<file path="src/rtl/seg7_pkg.sv">
// Shared constants for the 7-segment scan controller: glyph patterns (active-high,
// {g,f,e,d,c,b,a}), scan FSM encoding, digit count and a leading-zero helper.
package seg7_pkg;

   localparam int NUM_DIGITS = 4;

   localparam logic [6:0] SEG_0    = 7'h3F;
   localparam logic [6:0] SEG_1    = 7'h06;
   localparam logic [6:0] SEG_2    = 7'h5B;
   localparam logic [6:0] SEG_3    = 7'h4F;
   localparam logic [6:0] SEG_4    = 7'h66;
   localparam logic [6:0] SEG_5    = 7'h6D;
   localparam logic [6:0] SEG_6    = 7'h7D;
   localparam logic [6:0] SEG_7    = 7'h07;
   localparam logic [6:0] SEG_8    = 7'h7F;
   localparam logic [6:0] SEG_9    = 7'h6F;
   localparam logic [6:0] SEG_DASH = 7'h40;
   localparam logic [6:0] SEG_OFF  = 7'h00;

   typedef enum logic [1:0] {
      ST_IDLE  = 2'd0,
      ST_DRIVE = 2'd1,
      ST_BLANK = 2'd2
   } scan_state_t;

   // True when digit k and every more-significant digit are zero (k = 0 never blanks).
   function automatic logic lzb_blank(input logic [15:0] bcd, input logic [1:0] k);
      logic res;
      case (k)
         2'd1:    res = (bcd[15:4]  == 12'h000);
         2'd2:    res = (bcd[15:8]  == 8'h00);
         2'd3:    res = (bcd[15:12] == 4'h0);
         default: res = 1'b0;
      endcase
      return res;
   endfunction

endpackage

</file>
<file path="src/rtl/seg7_scan_ctrl_bcd_to_seg7.sv">
// Combinational BCD nibble to active-high 7-segment glyph; non-BCD codes show a dash.
module bcd_to_seg7
   import seg7_pkg::*;
(
   input  logic [3:0] nibble,
   output logic [6:0] pattern
);

   // Glyph lookup
   always_comb begin
      pattern = SEG_DASH;
      case (nibble)
         4'd0:    pattern = SEG_0;
         4'd1:    pattern = SEG_1;
         4'd2:    pattern = SEG_2;
         4'd3:    pattern = SEG_3;
         4'd4:    pattern = SEG_4;
         4'd5:    pattern = SEG_5;
         4'd6:    pattern = SEG_6;
         4'd7:    pattern = SEG_7;
         4'd8:    pattern = SEG_8;
         4'd9:    pattern = SEG_9;
         default: pattern = SEG_DASH;
      endcase
   end

endmodule

</file>
<file path="src/rtl/seg7_scan_ctrl.sv">
// Four-digit multiplexed 7-segment scanner: per-frame snapshot, leading-zero blanking,
// inter-digit guard time and fully registered pin outputs.
module seg7_scan_ctrl
   import seg7_pkg::*;
#(
   parameter int TICKS_PER_DIGIT = 50000,
   parameter int BLANK_TICKS     = 2,
   parameter int ANODE_ACT_LOW   = 1,
   parameter int SEG_ACT_LOW     = 1,
   parameter int LZB_EN          = 1
)
(
   input  logic        i_clk,
   input  logic        i_rst,
   input  logic        i_en,
   input  logic [15:0] i_BCD,
   input  logic        i_bcd_valid,
   input  logic [3:0]  i_dp,
   output logic [6:0]  o_seg,
   output logic        o_dp,
   output logic [3:0]  o_anode,
   output logic        o_frame_start
);

   localparam int PRE_W = $clog2(TICKS_PER_DIGIT);
   localparam int GRD_W = $clog2(BLANK_TICKS + 1);
   localparam logic [PRE_W-1:0] PRE_LAST = PRE_W'(TICKS_PER_DIGIT - 1);
   localparam logic [GRD_W-1:0] GRD_LAST = GRD_W'(BLANK_TICKS - 1);
   localparam logic ANODE_LOW = (ANODE_ACT_LOW != 0);
   localparam logic SEG_LOW   = (SEG_ACT_LOW != 0);
   localparam logic LZB_ON    = (LZB_EN != 0);

   scan_state_t      state_r, state_s;
   logic [1:0]       idx_r, idx_s;
   logic [PRE_W-1:0] pre_r, pre_s;
   logic [GRD_W-1:0] grd_r, grd_s;
   logic [19:0]      pending_r, pending_s;
   logic [19:0]      active_r, active_s;
   logic [6:0]       seg_r, seg_s;
   logic             dp_r, dp_s;
   logic [3:0]       anode_r, anode_s;
   logic             frame_start_r, frame_start_s;
   logic [3:0]       nibble_s;
   logic [3:0]       dp_word_s;
   logic [6:0]       pattern_s;
   logic             blank_s;

   bcd_to_seg7 u_dec (
      .nibble  (nibble_s),
      .pattern (pattern_s)
   );

   // Next-state logic for the scan FSM and its counters
   always_comb begin
      state_s = state_r;
      idx_s   = idx_r;
      pre_s   = pre_r;
      grd_s   = grd_r;
      if (!i_en) begin
         state_s = ST_IDLE;
         idx_s   = 2'd0;
         pre_s   = '0;
         grd_s   = '0;
      end else begin
         case (state_r)
            ST_IDLE: begin
               state_s = ST_DRIVE;
               idx_s   = 2'd0;
               pre_s   = '0;
            end
            ST_DRIVE: begin
               if (pre_r == PRE_LAST) begin
                  state_s = ST_BLANK;
                  pre_s   = '0;
                  grd_s   = '0;
                  idx_s   = (idx_r == 2'd3) ? 2'd0 : idx_r + 2'd1;
               end else begin
                  pre_s = pre_r + 1'b1;
               end
            end
            ST_BLANK: begin
               if (grd_r == GRD_LAST) begin
                  state_s = ST_DRIVE;
                  grd_s   = '0;
               end else begin
                  grd_s = grd_r + 1'b1;
               end
            end
            default: begin
               state_s = ST_IDLE;
               idx_s   = 2'd0;
               pre_s   = '0;
               grd_s   = '0;
            end
         endcase
      end
   end

   // Snapshot registers and next pin values; a strobe on the frame-start cycle writes through
   always_comb begin
      frame_start_s = (state_s == ST_DRIVE) && (state_r != ST_DRIVE) && (idx_s == 2'd0);
      pending_s     = i_bcd_valid ? {i_dp, i_BCD} : pending_r;
      active_s      = frame_start_s ? pending_s : active_r;
      nibble_s      = active_s[{idx_s, 2'b00} +: 4];
      dp_word_s     = active_s[19:16];
      blank_s       = LZB_ON && lzb_blank(active_s[15:0], idx_s);
      if (state_s == ST_DRIVE) begin
         anode_s = (4'b0001 << idx_s) ^ {4{ANODE_LOW}};
         seg_s   = (blank_s ? SEG_OFF : pattern_s) ^ {7{SEG_LOW}};
         dp_s    = dp_word_s[idx_s] ^ SEG_LOW;
      end else begin
         anode_s = {4{ANODE_LOW}};
         seg_s   = {7{SEG_LOW}};
         dp_s    = SEG_LOW;
      end
   end

   // State, counters and snapshot registers
   always_ff @(posedge i_clk or posedge i_rst) begin
      if (i_rst) begin
         state_r   <= ST_IDLE;
         idx_r     <= 2'd0;
         pre_r     <= '0;
         grd_r     <= '0;
         pending_r <= 20'h00000;
         active_r  <= 20'h00000;
      end else begin
         state_r   <= state_s;
         idx_r     <= idx_s;
         pre_r     <= pre_s;
         grd_r     <= grd_s;
         pending_r <= pending_s;
         active_r  <= active_s;
      end
   end

   // Registered pin drivers
   always_ff @(posedge i_clk or posedge i_rst) begin
      if (i_rst) begin
         anode_r       <= {4{ANODE_LOW}};
         seg_r         <= {7{SEG_LOW}};
         dp_r          <= SEG_LOW;
         frame_start_r <= 1'b0;
      end else begin
         anode_r       <= anode_s;
         seg_r         <= seg_s;
         dp_r          <= dp_s;
         frame_start_r <= frame_start_s;
      end
   end

   assign o_seg         = seg_r;
   assign o_dp          = dp_r;
   assign o_anode       = anode_r;
   assign o_frame_start = frame_start_r;

endmodule

</file>
<file path="config.mk">
export PLATFORM = sky130hd
export DESIGN_NAME = seg7_scan_ctrl
export DESIGN_NICKNAME = d
export VERILOG_FILES = /design/src/rtl/seg7_pkg.sv /design/src/rtl/seg7_scan_ctrl_bcd_to_seg7.sv /design/src/rtl/seg7_scan_ctrl.sv
export SDC_FILE = /design/constraint.sdc
export NUM_CORES = 1
export LEC_CHECK = 0
export CAP_MARGIN = 40
export CORE_MARGIN = 2
export CORE_UTILIZATION = 41
export CTS_BUF_LIST = sky130_fd_sc_hd__clkbuf_4
export DETAILED_ROUTE_END_ITERATION = 8
export PLACE_DENSITY = 0.57
export SLEW_MARGIN = 10
export SYNTH_ARGS = -nofsm -noshare
export SYNTH_HDL_FRONTEND = slang
export SYNTH_SLANG_ARGS = --single-unit
</file>
<file path="constraint.sdc">
create_clock -name i_clk -period 3.3 [get_ports i_clk]
set_input_delay 0.495 -clock i_clk [delete_from_list [all_inputs] [get_ports i_clk]]
set_output_delay 0.495 -clock i_clk [all_outputs]
set_load 0.02 [all_outputs]
</file>
==> impl_metrics.json <==
{
  "antenna_found_initial": 0,
  "drt_first_pass_iters": 4,
  "path_max_fanout": 11,
  "crit_path_end_kind": "register",
  "coreArea_um2": 8721,
  "ctsHoldBuffers": 0,
  "synthMuxAreaShare": 0.1378,
  "worst_clock_skew_ns": 0.01478,
  "die_h_um": 99.04,
  "clock_latency_ns": 0.41,
  "finalCritPeriodShare": 0.9223,
  "worstSetupPathType": "reg -> reg",
  "comb_power_share": 0.219,
  "async_flop_share": 1.000,
  "yosysSeqAreaShare": 0.5108,
  "p_per_area_nw_per_um2": 516.8,
  "yosys.cell_types.count": 57,
  "cts_root_buf": "clkbuf_4",
  "setup.worst_path.start_class": "register",
  "synthesis.nets": 354,
  "worstMarginPinSlew_ns": 0.5985,
  "ir_worst_vdd_mv": 0.2175,
  "synth_warnings": 0,
  "leakage_nw": 2.009,
  "holdCritPathClass": "in -> async",
  "diodes": 0,
  "crit_required_ns": 3.64,
  "synth_flop_cell": "dfrtp_1",
  "start_util": 0.4247,
  "portBuffers": 36,
  "cts_htree_levels": 3,
  "vias_per_cell": 5.168,
  "cts_buffer_depth": 2,
  "drive_above_1_share": 0.2533,
  "synthAdderAreaFrac": 0.03716,
  "hold_viol": 0,
  "syn_area_per_cell_um2": 11.61,
  "yosys.area_share.simple": 0.1497,
  "synth_top_family_by_area": "simple AND/OR/NAND/NOR gates",
  "vias": 2517,
  "io_pins": 37,
  "maxCapViolCount": 0,
  "routabilityCongestion": 0.8839,
  "clock-sinks": 75,
  "synth.top_cell.area_share": 0.4257,
  "ant_nets": 0,
  "p_seq_frac": 0.472,
  "clk_pin_slew_worst_paths_ns": 0.12,
  "fin_setup_tns_ns": 0,
  "dpl_cell_area_um2": 4288,
  "grt_pass1_wl_um": 12700,
  "timing.fmax_mhz": 328.5,
  "cts_tree": "yes",
  "internal-power_w": 0.001699,
  "grt_pass1_vias": 2573,
  "wl_per_cell_um": 14.92,
  "clockPowerShare": 0.309,
  "outcome": "finished, final reports clean",
  "netlist_top_cells_count": "dfrtp_1, mux2_2, nor2_1, nand2_1, inv_1",
  "cts_made_buffers": 9,
  "nFillCells": 794,
  "synthTopCellsByArea": "dfrtp_1, mux2_2, dfstp_2",
  "rsz0062_at_grt": "false",
  "switchingPower_w": 0.0006226,
  "yosysTopAreaCell": "dfrtp_1",
  "die_area_um2": 9809,
  "synth_area_um2": 3704,
  "finalWirelength_um": 7267,
  "synth_compound_area_frac": 0.09865,
  "row_count": 34,
  "grt_use_total": 0.1630,
  "arrival_ns": 3.38,
  "synth_edf_count": 0,
  "period_needed_ns": 3.044,
  "netlist_instances": 319,
  "p_sw_frac": 0.2682,
  "first_iter_violations": 68,
  "hpwl_um": 5366,
  "postLayoutCellArea_um2": 4493,
  "maxSlewViolCount": 0,
  "synthXorXnorAreaFrac": 0.02838,
  "setup_viol": 0,
  "final_nets": 409,
  "drc": 0,
  "grt_max_degree": 34,
  "slew_headroom": 0.6002,
  "overflow": 0,
  "die_x_um": 99.04,
  "yosysMostFrequentCell": "dfrtp_1",
  "ys_ff_latch": 75,
  "synthToLayoutAreaGrowth_pct": 21.32
}
[cell usage in the layout (no fill, tap or decap), types with 2 or more instances in the layout]
master and n:
a21oi_1 6, and2_1 5, and3_1 4, and4_1 2
and4bb_2 2, buf_12 3, buf_4 15, bufinv_16 3
clkbuf_4 11, clkdlybuf4s50_1 36, dfrtp_1 63, dfstp_2 12
ha_1 11, inv_1 18, inv_2 2, mux2_2 32
mux2_4 2, mux2i_1 12, nand2_1 21, nand2b_1 7
nand3_1 9, nor2_1 24, nor2b_1 7, nor3_1 4
nor3b_1 2, nor4_1 3, o211ai_1 7, o21ai_0 9
o22ai_1 2, o32ai_1 2, o41ai_1 3, or3_1 2
xnor2_1 4, xor2_1 8
[cells by family (layout without fill, tap and decap cells)]
kind of cell	Yosys count	in the layout
XOR/XNOR	12	12
adder cells (fa/ha/maj)	11	11
AND/OR/NAND/NOR	100	100
flip-flops	75	75
multiplexers	46	46
buffers and inverters	30	90
AO/OA/AOI/OAI	45	45
[metal layers]
| layer | up-vias | wire length [µm] | share of wire | global-route usage |
|---|---|---|---|---|
| li1 | 1231 | - | - | - |
| met1 | 1229 | 3492 | 0.48 | 0.2320 |
| met2 | 47 | 3371 | 0.46 | 0.2464 |
| met3 | 10 | 306 | 0.042 | 0.03404 |
| met4 | 0 | 97 | 0.013 | 0.06006 |
| met5 | - | 0 | 0 | 0 |
[power groups by stage]
stage          sequential (W)  combinational [W]  clock [W]
2_1_floorplan         0.00113           0.000326          0
3_3_place_gp          0.00111           0.000502          0
3_5_place_dp          0.00112           0.000510          0
4_1_cts               0.00110           0.000513   0.000739
5_1_grt               0.00111           0.000566   0.000787
6_report              0.00110           0.000508   0.000717
[timing repair]
action                     4_1_cts  5_1_grt
setup endpoints to repair        0        7
buffers inserted                 0        1
gates resized for setup          0        0
[sequential cells by signal, indices dropped and copies added (netlist names)]
register,flops
o_seg,7
o_frame_start,1
pre_r,16
state_r,2
o_dp,1
idx_r,2
o_anode,4
grd_r,2
pending_r,20
active_r,20
[critical path, cell delays in order (launching register included)]
cell,delay (ns)
dfrtp_1,0.39
inv_1,0.06
buf_4,0.15
ha_1,0.24
nor3_1,0.34
a311oi_4,0.09
o211ai_4,0.12
buf_4,0.24
mux2_2,0.38
nand2_1,0.08
and4_1,0.30
ha_1,0.26
inv_1,0.07
mux2i_1,0.07
o211ai_1,0.18
[final timing paths]
path	start	to	slack (ns)	depth (start not counted)
worst min register to register	active_r[3]$_DFF_PP0_	active_r[3]$_DFF_PP0_	0.50	2
max in group asynchronous	i_rst	o_anode[3]$_DFF_PP1_	2.12	3
worst min-delay path	i_rst	pre_r[9]$_DFFE_PP0P_	0.44	2
min in group i_clk	active_r[3]$_DFF_PP0_	active_r[3]$_DFF_PP0_	0.50	2
worst max register to register	state_r[0]$_DFF_PP0_	o_seg[3]$_DFF_PP1_	0.26	14
worst max-delay path	state_r[0]$_DFF_PP0_	o_seg[3]$_DFF_PP1_	0.26	14
[cell type report]
type | count | area, µm² | share of cell area
Sequential cell | 75 | 1892 | 0.4211
Multi-Input combinational cell | 214 | 1673 | 0.3723
Timing Repair Buffer | 54 | 533.0 | 0.1186
Tap cell | 108 | 135.1 | 0.03008
Clock inverter | 5 | 102.6 | 0.02283
Clock buffer | 11 | 82.58 | 0.01838
Inverter | 20 | 75.07 | 0.01671
[metrics by stage]
step | std cells | worst slack (ns) | utilization | power (W) | hold slack, ns
CTS | 486 | 0.01571 | 0.5129 | 0.002351 | 0.4408
global placement | 470 | 0.08891 | 0.4917 | 0.001616 | 0.4760
finish | 487 | 0.2563 | 0.5152 | 0.002322 | 0.4445
detailed placement | 470 | 0.02318 | 0.4917 | 0.001626 | 0.4776
floorplan | 319 | 0.3624 | - | 0.001459 | 0.4505
global route | 487 | 0.04509 | 0.5152 | 0.002465 | 0.4791
Power figures use the tool's default switching activity.
